$ cat src/rtl/uart_pkg.sv
// Shared definitions for the UART frame controller: FSM state encoding,
// error codes and the default frame start marker.
package uart_pkg;

  typedef enum logic [2:0] {
    ST_IDLE = 3'd0,
    ST_OPC  = 3'd1,
    ST_LEN  = 3'd2,
    ST_PAY  = 3'd3,
    ST_CHK  = 3'd4,
    ST_HOLD = 3'd5
  } state_t;

  localparam logic [1:0] ERR_OVR = 2'd0;
  localparam logic [1:0] ERR_CHK = 2'd1;
  localparam logic [1:0] ERR_LEN = 2'd2;
  localparam logic [1:0] ERR_TMO = 2'd3;

  localparam logic [7:0] SYNC_DEFAULT = 8'hAA;

endpackage

$ cat src/rtl/uart_frame_chk.sv
// XOR checksum accumulator: load starts a new sum, en folds a byte in,
// match compares the running sum against the byte currently presented.
module uart_frame_chk (
  input  logic       clk,
  input  logic       rst,
  input  logic       load,
  input  logic       en,
  input  logic [7:0] data,
  output logic [7:0] acc,
  output logic       match
);

  always_ff @(posedge clk) begin
    if (rst) begin
      acc <= 8'd0;
    end else if (load) begin
      acc <= data;
    end else if (en) begin
      acc <= acc ^ data;
    end
  end

  assign match = (acc == data);

endmodule

$ cat src/rtl/uart_frame_ctrl.sv
// Assembles SYNC/OPCODE/LEN/PAYLOAD/CHK frames from uart_rx byte strobes and
// hands validated commands downstream. Optional inter-byte timeout: UART_FRAME_TIMEOUT_EN.
module uart_frame_ctrl
  import uart_pkg::*;
#(
  parameter logic [7:0] SYNC_BYTE   = SYNC_DEFAULT,
  parameter int         MAX_LEN     = 8,
  parameter int         TIMEOUT_CYC = 50000
) (
  input  logic                 clk,
  input  logic                 rst,
  input  logic [7:0]           rx_data,
  input  logic                 rx_ready,
  output logic                 cmd_valid,
  input  logic                 cmd_ready,
  output logic [7:0]           cmd_opcode,
  output logic [3:0]           cmd_len,
  output logic [MAX_LEN*8-1:0] cmd_payload,
  output logic                 err_pulse,
  output logic [1:0]           err_code,
  output logic                 busy
);

  if (MAX_LEN < 1 || MAX_LEN > 15 || TIMEOUT_CYC < 1 || TIMEOUT_CYC > 65535) begin : g_bad_cfg
    $error("uart_frame_ctrl: MAX_LEN must be 1..15 and TIMEOUT_CYC 1..65535");
  end

  state_t     state;
  logic [3:0] idx;
  logic [7:0] chk_acc;
  logic       chk_match;
  logic       tmo_hit;
  logic       strobe;
  logic       len_ok;

`ifdef UART_FRAME_TIMEOUT_EN
  logic [15:0] tmo_cnt;
  logic        in_frame;

  assign in_frame = (state == ST_OPC) || (state == ST_LEN) ||
                    (state == ST_PAY) || (state == ST_CHK);
  assign tmo_hit  = in_frame && (tmo_cnt == 16'(TIMEOUT_CYC - 1));

  always_ff @(posedge clk) begin
    if (rst || !in_frame || tmo_hit || rx_ready) begin
      tmo_cnt <= 16'd0;
    end else begin
      tmo_cnt <= tmo_cnt + 16'd1;
    end
  end
`else
  assign tmo_hit = 1'b0;
`endif

  // Expiry wins over a byte arriving in the same cycle.
  assign strobe = rx_ready && !tmo_hit;
  assign len_ok = (rx_data <= 8'(MAX_LEN));

  uart_frame_chk u_chk (
    .clk   (clk),
    .rst   (rst),
    .load  (strobe && (state == ST_OPC)),
    .en    (strobe && (((state == ST_LEN) && len_ok) || (state == ST_PAY))),
    .data  (rx_data),
    .acc   (chk_acc),
    .match (chk_match)
  );

  assign busy = (state != ST_IDLE);

  // Command handshake: cmd_valid rises one cycle after a good CHK byte and the
  // command fields stay frozen until the cycle where cmd_valid && cmd_ready,
  // which consumes it; cmd_valid never drops without that handshake (except rst).
  always_ff @(posedge clk) begin
    if (rst) begin
      state       <= ST_IDLE;
      idx         <= 4'd0;
      cmd_valid   <= 1'b0;
      cmd_opcode  <= 8'd0;
      cmd_len     <= 4'd0;
      cmd_payload <= '0;
      err_pulse   <= 1'b0;
      err_code    <= ERR_OVR;
    end else begin
      err_pulse <= 1'b0;
      if (tmo_hit) begin
        err_pulse <= 1'b1;
        err_code  <= ERR_TMO;
        state     <= ST_IDLE;
      end else begin
        case (state)
          ST_IDLE: begin
            if (strobe && (rx_data == SYNC_BYTE)) state <= ST_OPC;
          end
          ST_OPC: begin
            if (strobe) begin
              cmd_opcode <= rx_data;
              state      <= ST_LEN;
            end
          end
          ST_LEN: begin
            if (strobe) begin
              if (!len_ok) begin
                err_pulse <= 1'b1;
                err_code  <= ERR_LEN;
                state     <= ST_IDLE;
              end else begin
                cmd_len     <= rx_data[3:0];
                cmd_payload <= '0;
                idx         <= 4'd0;
                state       <= (rx_data[3:0] == 4'd0) ? ST_CHK : ST_PAY;
              end
            end
          end
          ST_PAY: begin
            if (strobe) begin
              for (int i = 0; i < MAX_LEN; i++) begin
                if (idx == i[3:0]) cmd_payload[i*8 +: 8] <= rx_data;
              end
              idx <= idx + 4'd1;
              if (idx == cmd_len - 4'd1) state <= ST_CHK;
            end
          end
          ST_CHK: begin
            if (strobe) begin
              if (chk_match) begin
                cmd_valid <= 1'b1;
                state     <= ST_HOLD;
              end else begin
                err_pulse <= 1'b1;
                err_code  <= ERR_CHK;
                state     <= ST_IDLE;
              end
            end
          end
          ST_HOLD: begin
            if (cmd_ready) begin
              cmd_valid <= 1'b0;
              state     <= ST_IDLE;
            end
            if (strobe) begin
              err_pulse <= 1'b1;
              err_code  <= ERR_OVR;
            end
          end
          default: state <= ST_IDLE;
        endcase
      end
    end
  end

endmodule
$ cat config.mk
export PLATFORM = sky130hd
export DESIGN_NAME = uart_frame_ctrl
export DESIGN_NICKNAME = d
export VERILOG_FILES = /design/src/rtl/uart_pkg.sv /design/src/rtl/uart_frame_chk.sv /design/src/rtl/uart_frame_ctrl.sv
export SDC_FILE = /design/constraint.sdc
export NUM_CORES = 1
export LEC_CHECK = 0
export ABC_CLOCK_PERIOD_IN_PS = 1800
export CAP_MARGIN = 20
export CORE_ASPECT_RATIO = 0.7
export CORE_MARGIN = 8
export CORE_UTILIZATION = 50
export CTS_CLUSTER_DIAMETER = 50
export DETAILED_ROUTE_END_ITERATION = 8
export PLACE_DENSITY = 0.83
export SLEW_MARGIN = 20
export SYNTH_ARGS = -nofsm -noshare
export SYNTH_HDL_FRONTEND = slang
export SYNTH_SLANG_ARGS = --single-unit
export TNS_END_PERCENT = 10
$ cat constraint.sdc
create_clock -name clk -period 1.8 [get_ports clk]
set_input_delay 0.27 -clock clk [delete_from_list [all_inputs] [get_ports clk]]
set_output_delay 0.27 -clock clk [all_outputs]
set_load 0.005 [all_outputs]
==> flow_metrics.tcl, run 1 <==
set metrics [dict create \
    status "finished, violations left" \
    failed_checks "setup timing" \
    clock-sinks 95 \
    tightest_slew_ps 402.5 \
    finalSetupViolations 1 \
    internal-power_mw 3.579 \
    crit_path_cell_trace "clkdlybuf4s50_1, buf_4, buf_4, xnor2_1, nand3_2, nor3_1, nor2_1, a211oi_1" \
    clkSlewWorstSetupHoldPaths_ps 70 \
    powerDensity_mw_per_mm2 909.1 \
    crit_fanout 5 \
    crit_top_cell "buf_4" \
    start_util_pct 50.87 \
    finalCritPeriodShare_pct 100.7 \
    criticalPathCategory "input port to flop" \
    ir_drop_mv 0.6953 \
    seqPwrFrac_pct 44.5 \
    ant_nets 0 \
    ios 93 \
    antennaDiodeCount 0 \
    fin_skew_ps 8.136 \
    crit_family "buffers and inverters" \
    switching_power_mw 1.471 \
    yosysSeqAreaShare_pct 48.12 \
    drc 0 \
    h-tree-depth 3 \
    fmax_mhz 551.5 \
    syn_to_final_growth_pct 40.52 \
    rows 27 \
    cap_violations 0 \
    dp_hpwl_mm 8.497 \
    dr.first_iter.drc_count 394 \
    die_area_mm2 0.01105 \
    slew_headroom_pct 73.10 \
    numCtsBuffers 9 \
    synth_nets 476 \
    critPathSlowestCell "clkdlybuf4s50_1" \
    finalMaxSlewViolations 0 \
    timing.setup.tns_ps -13.30 \
    synth.distinct_cells 46 \
    dr.pass1.iters 7 \
    die_h_um 90.39 \
    clock_latency_ps 350 \
    synth_top_area_share_pct 48.12 \
    overflow 0 \
    clockPowerShare_pct 37.6 \
    fp.coreArea_mm2 0.007770 \
    tritoncts "done" \
    vias 3883 \
    grt_pass1_vias 3744 \
    antenna_found_initial 1 \
    grtUsageTotal_pct 21.52 \
    synth_cells 459 \
    crit_required_ps 2060 \
    hp-class "input port to flop" \
    max_stage_delay_ps 460 \
    combPwrFrac_pct 17.9 \
    min_period_ps 1813 \
    crit_arrival_ps 2080 \
    clock_path_buffers 2 \
    synth_area_leaders "dfxtp_1 (48%), nand3_1 (8.7%), o21ai_0 (8.6%)" \
    syn_area_mm2 0.003953 \
    timing.hold.ws_ps 451.2 \
    die_width_um 122.3 \
    syn_area_per_cell_um2 8.611 \
    leakagePower_nw 1.878 \
    cp-start-kind "input port" \
    grt_max_degree 65 \
    path_buf_inv 3 \
    endpoint_kind "flop" \
    rsz0062_at_grt "true" \
    fin_ws_ps -13.30 \
    routedWlPerCell_um 18.61 \
    drive_gt1_share_pct 16.67 \
    totalWireLength_mm 12.49 \
    grt_pass1_wl_mm 19.06 \
    port_buffers 92 \
    root_buffer "clkbuf_16" \
    place_congestion 0.9276 \
    post-place-ws_ps -386.3 \
    hold_violations 0 \
    switching_share_pct 29.13 \
    fin_nets 582 \
    ys_ff_latch 95 \
    yosysWarnings 0 \
    viasPerCell 5.787 \
    yosysTopAreaCell "dfxtp_1" \
]
==> worst min-delay path, cell delays in order <==
cell	delay (ps)
dlymetal6s2s_1	200
buf_4	180
nand2_1	50
a21oi_1	50
==> synthesized netlist by cell type, drive strengths merged <==
cell,instances
a221oi,1
a31oi,6
nor3b,3
o221a,1
clkbuf,12
nand3b,5
buf,23
a22oi,1
ha,5
xor2,2
and2,2
a31o,5
nor4,2
inv,6
nand4,1
or3,2
o22ai,1
or4,1
nor2,26
a21oi,17
a311oi,1
nor3,10
and3b,2
a21o,1
nand2,40
nand3,69
o31ai,2
xnor2,14
nor2b,2
a211oi,6
mux2i,5
o21ai,81
dfxtp,95
nand2b,9
==> power by group through the flow <==
stage                     combinational [mW]  sequential [mW]  clock [mW]
after detailed placement               0.832             2.29           0
after global placement                 0.805             2.28           0
final                                  0.903             2.25        1.90
after floorplan                        0.518             2.26           0
after CTS                              0.847             2.24        1.90
after global routing                   0.972             2.25        1.99
==> per-layer routing <==
metal,wire [um],vias up,global-route usage (%)
met5,13,-,0
met4,286,2,6.673
met3,1116,42,6.621
met2,5801,181,34.36
met1,5272,1835,27.03
li1,-,1823,-
==> timing repair <==
item / CTS / global route
hold buffers: 0 / 0
pin swaps: 0 / 2
setup endpoints to repair: 10 / 61
buffers inserted: 0 / 1
resized for setup: 7 / 24
==> area by class of cell <==
type | instances | area, um^2
Clock buffer | 9 | 225.2
Sequential cell | 95 | 1908
Inverter | 6 | 22.52
Fill cell | 565 | 2216
Clock inverter | 7 | 75.07
Multi-Input combinational cell | 323 | 1973
Timing Repair Buffer | 130 | 1224
Tap cell | 101 | 126.4
==> metrics by stage <==
step | total power [mW] | utilization [%] | area (um^2) | std cells
floorplan | 2.777 | - | 3953 | 459
global placement | 3.087 | 65.89 | 5120 | 654
detailed placement | 3.119 | 65.89 | 5120 | 654
CTS | 4.995 | 70.13 | 5449 | 670
global route | 5.219 | 71.48 | 5554 | 671
finish | 5.049 | 71.48 | 5554 | 671
==> path summary, 6_finish.rpt <==
kind | startpoint | slack, ps | cells after the start | to
setup / recovery | rx_data[4] | -10 | 8 | state[2]
hold / removal | rx_data[2] | 450 | 4 | cmd_opcode[2]
setup reg to reg | state[0] | 20 | 6 | cmd_payload[49]
hold reg to reg | cmd_opcode[7] | 470 | 2 | cmd_opcode[7]
==> registers in the layout, indices dropped and copies added (netlist names) <==
register     count
err_code         2
cmd_len          4
cmd_payload     64
cmd_valid        1
state            3
u_chk.acc        8
err_pulse        1
idx              4
cmd_opcode       8
==> cell usage in the layout (no fill, tap or decap), types with 2 or more instances in the layout <==
cell and count:
nand2_2 5, ha_1 5, a21oi_2 2, dfxtp_2 5, a21oi_1 15, nor3_1 8, nor2_1 26, inv_1 5
nand2_1 35, a211oi_1 5, nand2b_1 8, buf_4 36, o21ai_0 68, nor3b_1 3, o31ai_2 2, clkdlybuf4s50_1 90
nor2b_1 2, xnor2_1 13, o21ai_4 8, a31oi_1 6, inv_8 3, o21ai_1 5, mux2i_1 5, a31o_2 5
nand3b_1 5, clkbuf_16 9, xor2_1 2, nand3_1 68, dfxtp_1 90
==> kinds of logic after synthesis <==
| family | share of synthesized area, % |
|---|---|
| DFF | 48.12 |
| adders and majority gates | 1.583 |
| and+or+nand+nor | 22.16 |
| xor gates and xnor gates | 3.546 |
| muxes | 1.266 |
| buffers and inverters | 4.875 |
| AOI/OAI and AO/OA | 18.46 |
(Power assumes the default switching activity.)
==> inputs of run 2 (changes only) <==
--- a/config.mk
+++ b/config.mk
@@ -5,10 +5,9 @@
 export SDC_FILE = /design/constraint.sdc
 export NUM_CORES = 1
 export LEC_CHECK = 0
-export ABC_CLOCK_PERIOD_IN_PS = 1800
+export ABC_CLOCK_PERIOD_IN_PS = 2050
 export CAP_MARGIN = 20
 export CORE_ASPECT_RATIO = 0.7
-export CORE_MARGIN = 8
 export CORE_UTILIZATION = 50
 export CTS_CLUSTER_DIAMETER = 50
 export DETAILED_ROUTE_END_ITERATION = 8
==> constraint.sdc (replaced) <==
create_clock -name clk -period 2.05 [get_ports clk]
set_input_delay 0.3075 -clock clk [delete_from_list [all_inputs] [get_ports clk]]
set_output_delay 0.3075 -clock clk [all_outputs]
set_load 0.005 [all_outputs]
==> run 2 against run 1 <==
Sequential share of layout area is 1.2 points higher. The flow now finishes without violations. First-iteration DRC count is 2.8% lower. Highest routed layer is now met4. Via count decreased by 2.7%. Final area down 3.7%. Largest cell class is now sequential cells. Sequential power shrank 12%. Total power down 15%. Critical path type is now flop to primary output. Register-to-register slack better by 180 ps.
==> flow_metrics.tcl, run 2 (synthesized netlist as in run 1, its figures left out) <==
set metrics [dict create \
    rsz0062_at_grt "false" \
    drive_gt1_share_pct 11.79 \
    fp.coreArea_mm2 0.007482 \
    placed_area_mm2 0.005049 \
    totalWireLength_mm 11.02 \
    finalSetupViolations 0 \
    finalCritPeriodShare_pct 98.91 \
    crit_fanout 10 \
    worstReg2RegEnd "state[0]" \
    dr.first_iter.drc_count 383 \
    clockPowerShare_pct 38.0 \
    switching_power_mw 1.208 \
    layout_commonest_cell "dfxtp_1" \
    finalPower_mw 4.299 \
    status "completed" \
    fill_cells 578 \
    crit_path_cell_trace "or3_1, clkdlybuf4s50_1" \
    tritoncts "done" \
    dr.pass1.iters 5 \
    clock_latency_ps 350 \
    fin_nets 572 \
    final_cell_area_mm2 0.005348 \
    ant_nets 0 \
    syn_to_final_growth_pct 35.30 \
    die_h_um 76.39 \
    switching_share_pct 28.11 \
    dp_hpwl_mm 7.647 \
    tightest_slew_ps 579.1 \
    start_util_pct 52.83 \
    criticalPathCategory "flop to primary output" \
    drc 0 \
    port_buffers 92 \
    clock-sinks 95 \
    fin_skew_ps 9.946 \
    routedWlPerCell_um 16.74 \
    grt_pass1_wl_mm 17.99 \
    worst_r2r_path_depth 7 \
    finalMaxSlewViolations 0 \
    holdPathEnd "cmd_opcode[2]" \
    final_core_util_pct 71.47 \
    holdPathStages 2 \
    combPwrFrac_pct 16.0 \
    die_area_mm2 0.008271 \
    worstHoldStart "cmd_opcode[2]" \
    leakagePower_nw 1.797 \
    grt_max_degree 29 \
    r2r_slack_ps 200 \
    crit_arrival_ps 1720 \
    largest_register_ffs 64 \
    hold_violations 0 \
    seqPwrFrac_pct 46.0 \
    rows 26 \
    viasPerCell 5.745 \
    root_buffer "clkbuf_16" \
    powerDensity_mw_per_mm2 803.9 \
    h-tree-depth 3 \
    slew_headroom_pct 61.39 \
    overflow 0 \
    regMostFlops "cmd_payload" \
    min_period_ps 2028 \
    clkSlewWorstSetupHoldPaths_ps 70 \
    ios 93 \
    grt_pass1_vias 3489 \
    timing.setup.tns_ps 0 \
    cap_violations 0 \
    crit_required_ps 1740 \
    r2r-start "cmd_len[0]" \
    vias 3780 \
    cp-start-kind "flop" \
    endpoint_kind "primary output" \
    numCtsBuffers 9 \
    clock_path_buffers 2 \
    antennaDiodeCount 0 \
    ir_drop_mv 0.5093 \
    hp-class "flop to flop" \
    internal-power_mw 3.091 \
    fmax_mhz 493.2 \
    critPathSlowestCell "clkdlybuf4s50_1" \
    die_width_um 108.3 \
    reg.largest.list "cmd_payload: 64 flops, cmd_opcode: 8 flops, u_chk.acc: 8 flops" \
    grtUsageTotal_pct 28.09 \
    place_congestion 0.8895 \
    layout_common_cells "dfxtp_1 (94), clkdlybuf4s50_1 (92), nand3_1 (69)" \
    max_stage_delay_ps 490 \
    antenna_found_initial 0 \
]
## run 2: area by class of cell
type / instances / area [um^2] / share of cell area [%]
Clock buffer: 9 / 225.2 / 4.212
Clock inverter: 7 / 72.57 / 1.357
Inverter: 6 / 22.52 / 0.4212
Multi-Input combinational cell: 323 / 1858 / 34.74
Sequential cell: 95 / 1903 / 35.59
Tap cell: 98 / 122.6 / 2.293
Timing Repair Buffer: 120 / 1144 / 21.39
## run 2: worst max-delay path: cells and delay by family, from the launching register on
kind	cells	cell delay, ps
buf+inv	1	490
simple gates	1	480
flops	1	410
## run 2: power groups by stage
| stage | Combinational, mW | Clock, mW | Sequential, mW |
|---|---|---|---|
| 2_1_floorplan | 0.455 | 0 | 1.98 |
| 3_3_place_gp | 0.654 | 0 | 2.01 |
| 3_5_place_dp | 0.668 | 0 | 2.01 |
| 4_1_cts | 0.677 | 1.65 | 1.97 |
| 5_1_grt | 0.752 | 1.73 | 1.99 |
| 6_report | 0.687 | 1.63 | 1.98 |
## run 2: repair_timing
item | in CTS | in global routing
gates resized for setup | 0 | 1
buffers inserted | 0 | 0
hold endpoints to repair | 0 | 0
setup endpoints to repair | 0 | 1
hold buffers | 0 | 0
## run 2: worst max-delay path by stage
stage,slack (ps),end,start
floorplan,320,cmd_len[1],rx_data[7]
global placement,-100,cmd_payload[19],rx_data[6]
detailed placement,-170,cmd_payload[19],rx_data[6]
CTS,20,busy,state[2]
global route,4,busy,state[1]
finish,20,busy,state[1]
## run 2: metal layers
metal,share of wire (%),GRT usage [%]
met1,43,37.97
met5,0,0
met3,9.8,8.725
met2,46,42.87
met4,0.97,8.514
## run 2: per-stage QoR
stage	cells	hold WS [ps]	setup slack, ps
after floorplan	459	452.7	317.3
after global placement	642	445.5	-103.9
after detailed placement	642	451.7	-168.0
after CTS	658	463.9	17.27
after global routing	658	487.5	4.308
final	658	460.6	22.42
==> inputs of run 3 (changes only) <==
--- a/config.mk
+++ b/config.mk
@@ -8,6 +8,7 @@
 export ABC_CLOCK_PERIOD_IN_PS = 2050
 export CAP_MARGIN = 20
 export CORE_ASPECT_RATIO = 0.7
+export CORE_MARGIN = 8
 export CORE_UTILIZATION = 50
 export CTS_CLUSTER_DIAMETER = 50
 export DETAILED_ROUTE_END_ITERATION = 8
==> run 3 against run 2 <==
Register-to-register slack better by 40 ps. Critical path depth did not move. Sequential share of layout area about the same. Largest power group unchanged. Combinational power is 2% higher. Utilization fell by 2.6 points. Clock-buffer cell count unchanged. Non-clock buffer count decreased by 1. Global-route usage decreased by 6.7 points. Clock skew is 4.5 ps lower. Flip-flop and latch count is the same. Setup slack improved by 74 ps. Critical endpoint unchanged. Maximum frequency up 3.8%.
==> flow_metrics.tcl, run 3 (synthesized netlist as in run 1, its figures left out) <==
set metrics [dict create \
    powerDensity_mw_per_mm2 811.5 \
    crit_required_ps 1740 \
    timing.hold.ws_ps 459.8 \
    worstHoldStart "cmd_opcode[0]" \
    crit_path_cell_trace "or3_4, clkdlybuf4s50_1" \
    grt_pass1_vias 3702 \
    criticalPathCategory "flop to primary output" \
    finalCritPeriodShare_pct 95.28 \
    cp-start-kind "flop" \
    critPathSlowestCell "clkdlybuf4s50_1" \
    status "completed" \
    fin_skew_ps 5.464 \
    crit_arrival_ps 1650 \
    die_h_um 90.39 \
    crit_fanout 10 \
    largest_register_ffs 64 \
    placed_cells 644 \
    totalWireLength_mm 11.90 \
    holdPathStages 2 \
    max_stage_delay_ps 460 \
    fmax_mhz 512.0 \
    dr.pass1.iters 5 \
    clock_path_buffers 2 \
    finalSetupViolations 0 \
    vias 3814 \
    numCtsBuffers 9 \
    fin_ws_ps 96.73 \
    die_width_um 122.3 \
    viasPerCell 5.779 \
    root_buffer "clkbuf_16" \
    holdPathEnd "cmd_opcode[0]" \
    syn_to_final_growth_pct 35.39 \
    clock-sinks 95 \
    leakagePower_nw 1.795 \
    ant_nets 0 \
    layout.cells.non_filler 660 \
    dp_hpwl_mm 8.344 \
    hp-class "flop to flop" \
    r2r-start "state[0]" \
    overflow 0 \
    post-place-ws_ps -162.0 \
    worst_r2r_path_depth 6 \
    grt_max_degree 65 \
    rows 27 \
    layout_commonest_cell "dfxtp_1" \
    h-tree-depth 3 \
    worstReg2RegEnd "cmd_payload[20]" \
    start_util_pct 50.87 \
    ir_drop_mv 0.5713 \
    path_buf_inv 1 \
    drive_gt1_share_pct 11.81 \
    antenna_found_initial 0 \
    crit_family "buffers and inverters" \
    port_buffers 92 \
    placed_area_mm2 0.005045 \
    layout_common_cells "dfxtp_1 (94), clkdlybuf4s50_1 (92), nand3_1 (69)" \
    routedWlPerCell_um 18.03 \
    finalMaxSlewViolations 0 \
    ios 93 \
    cap_violations 0 \
    clkSlewWorstSetupHoldPaths_ps 70 \
    reg.largest.list "cmd_payload: 64 flops, cmd_opcode: 8 flops, u_chk.acc: 8 flops" \
    endpoint_kind "primary output" \
    fin_nets 571 \
    fp.coreArea_mm2 0.007770 \
    drc 0 \
    finalPower_mw 4.343 \
    r2r_slack_ps 240 \
    slew_headroom_pct 61.78 \
    place_congestion 0.9381 \
    clock_latency_ps 340 \
    regMostFlops "cmd_payload" \
    die_area_mm2 0.01105 \
    dr.first_iter.drc_count 480 \
    final_core_util_pct 68.87 \
    timing.setup.tns_ps 0 \
    fill_cells 607 \
    tightest_slew_ps 573.3 \
    min_period_ps 1953 \
    hold_violations 0 \
    rsz0062_at_grt "false" \
    grtUsageTotal_pct 21.35 \
    antennaDiodeCount 0 \
    final_cell_area_mm2 0.005351 \
    grt_pass1_wl_mm 19.12 \
    tritoncts "done" \
    hold_buffers 0 \
]
## run 3: cell types whose count changed in the layout (fill, tap and decap cells not counted)
| cell | previous run | this run |
|---|---|---|
| buf_4 | 27 | 26 |
| clkinv_4 | 2 | 1 |
| inv_8 | 2 | 3 |
| or3_1 | 2 | 1 |
| or3_4 | 0 | 1 |
## run 3: cell type report
cell class | count | area (um^2) | share of cell area (%)
Sequential cell | 95 | 1903 | 35.56
Multi-Input combinational cell | 323 | 1863 | 34.81
Timing Repair Buffer | 119 | 1136 | 21.23
Clock buffer | 9 | 225.2 | 4.209
Tap cell | 101 | 126.4 | 2.361
Clock inverter | 7 | 75.07 | 1.403
Inverter | 6 | 22.52 | 0.4209
## run 3: what timing repair did
item	4_1_cts	5_1_grt
setup buffers	0	0
resized for setup	0	2
setup endpoints to repair	0	1
## run 3: worst register-to-register path, stage by stage (launching register included)
cell     delay [ps]
dfxtp_1         460
buf_4           220
nand2_1         120
nor3_2          130
buf_4           180
nand2_1         300
o21ai_0         290
## run 3: report_power, final
group / switching [mW] / internal, mW / total [mW]
Sequential: 0.0720 / 1.90 / 1.98
Combinational: 0.369 / 0.335 / 0.704
Clock: 0.797 / 0.865 / 1.66
## run 3: worst max path at each step
stage	start	to	slack [ps]	cells past startpoint
2_1_floorplan	rx_data[7]	cmd_len[1]	320	8
3_3_place_gp	rx_data[2]	u_chk.acc[3]	-80	7
3_5_place_dp	rx_data[0]	cmd_payload[2]	-160	7
4_1_cts	state[2]	busy	20	2
5_1_grt	rx_data[0]	cmd_payload[51]	30	7
6_report	state[1]	busy	100	2
## run 3: metal layers
metal / wire length [um] / share of wire (%) / vias up / GRT usage [%]
li1: - / - / 1811 / -
met1: 5019 / 42 / 1797 / 26.66
met2: 5579 / 47 / 180 / 34.14
met3: 1091 / 9.2 / 26 / 6.871
met4: 209 / 1.8 / 0 / 6.471
met5: 0 / 0 / - / 0
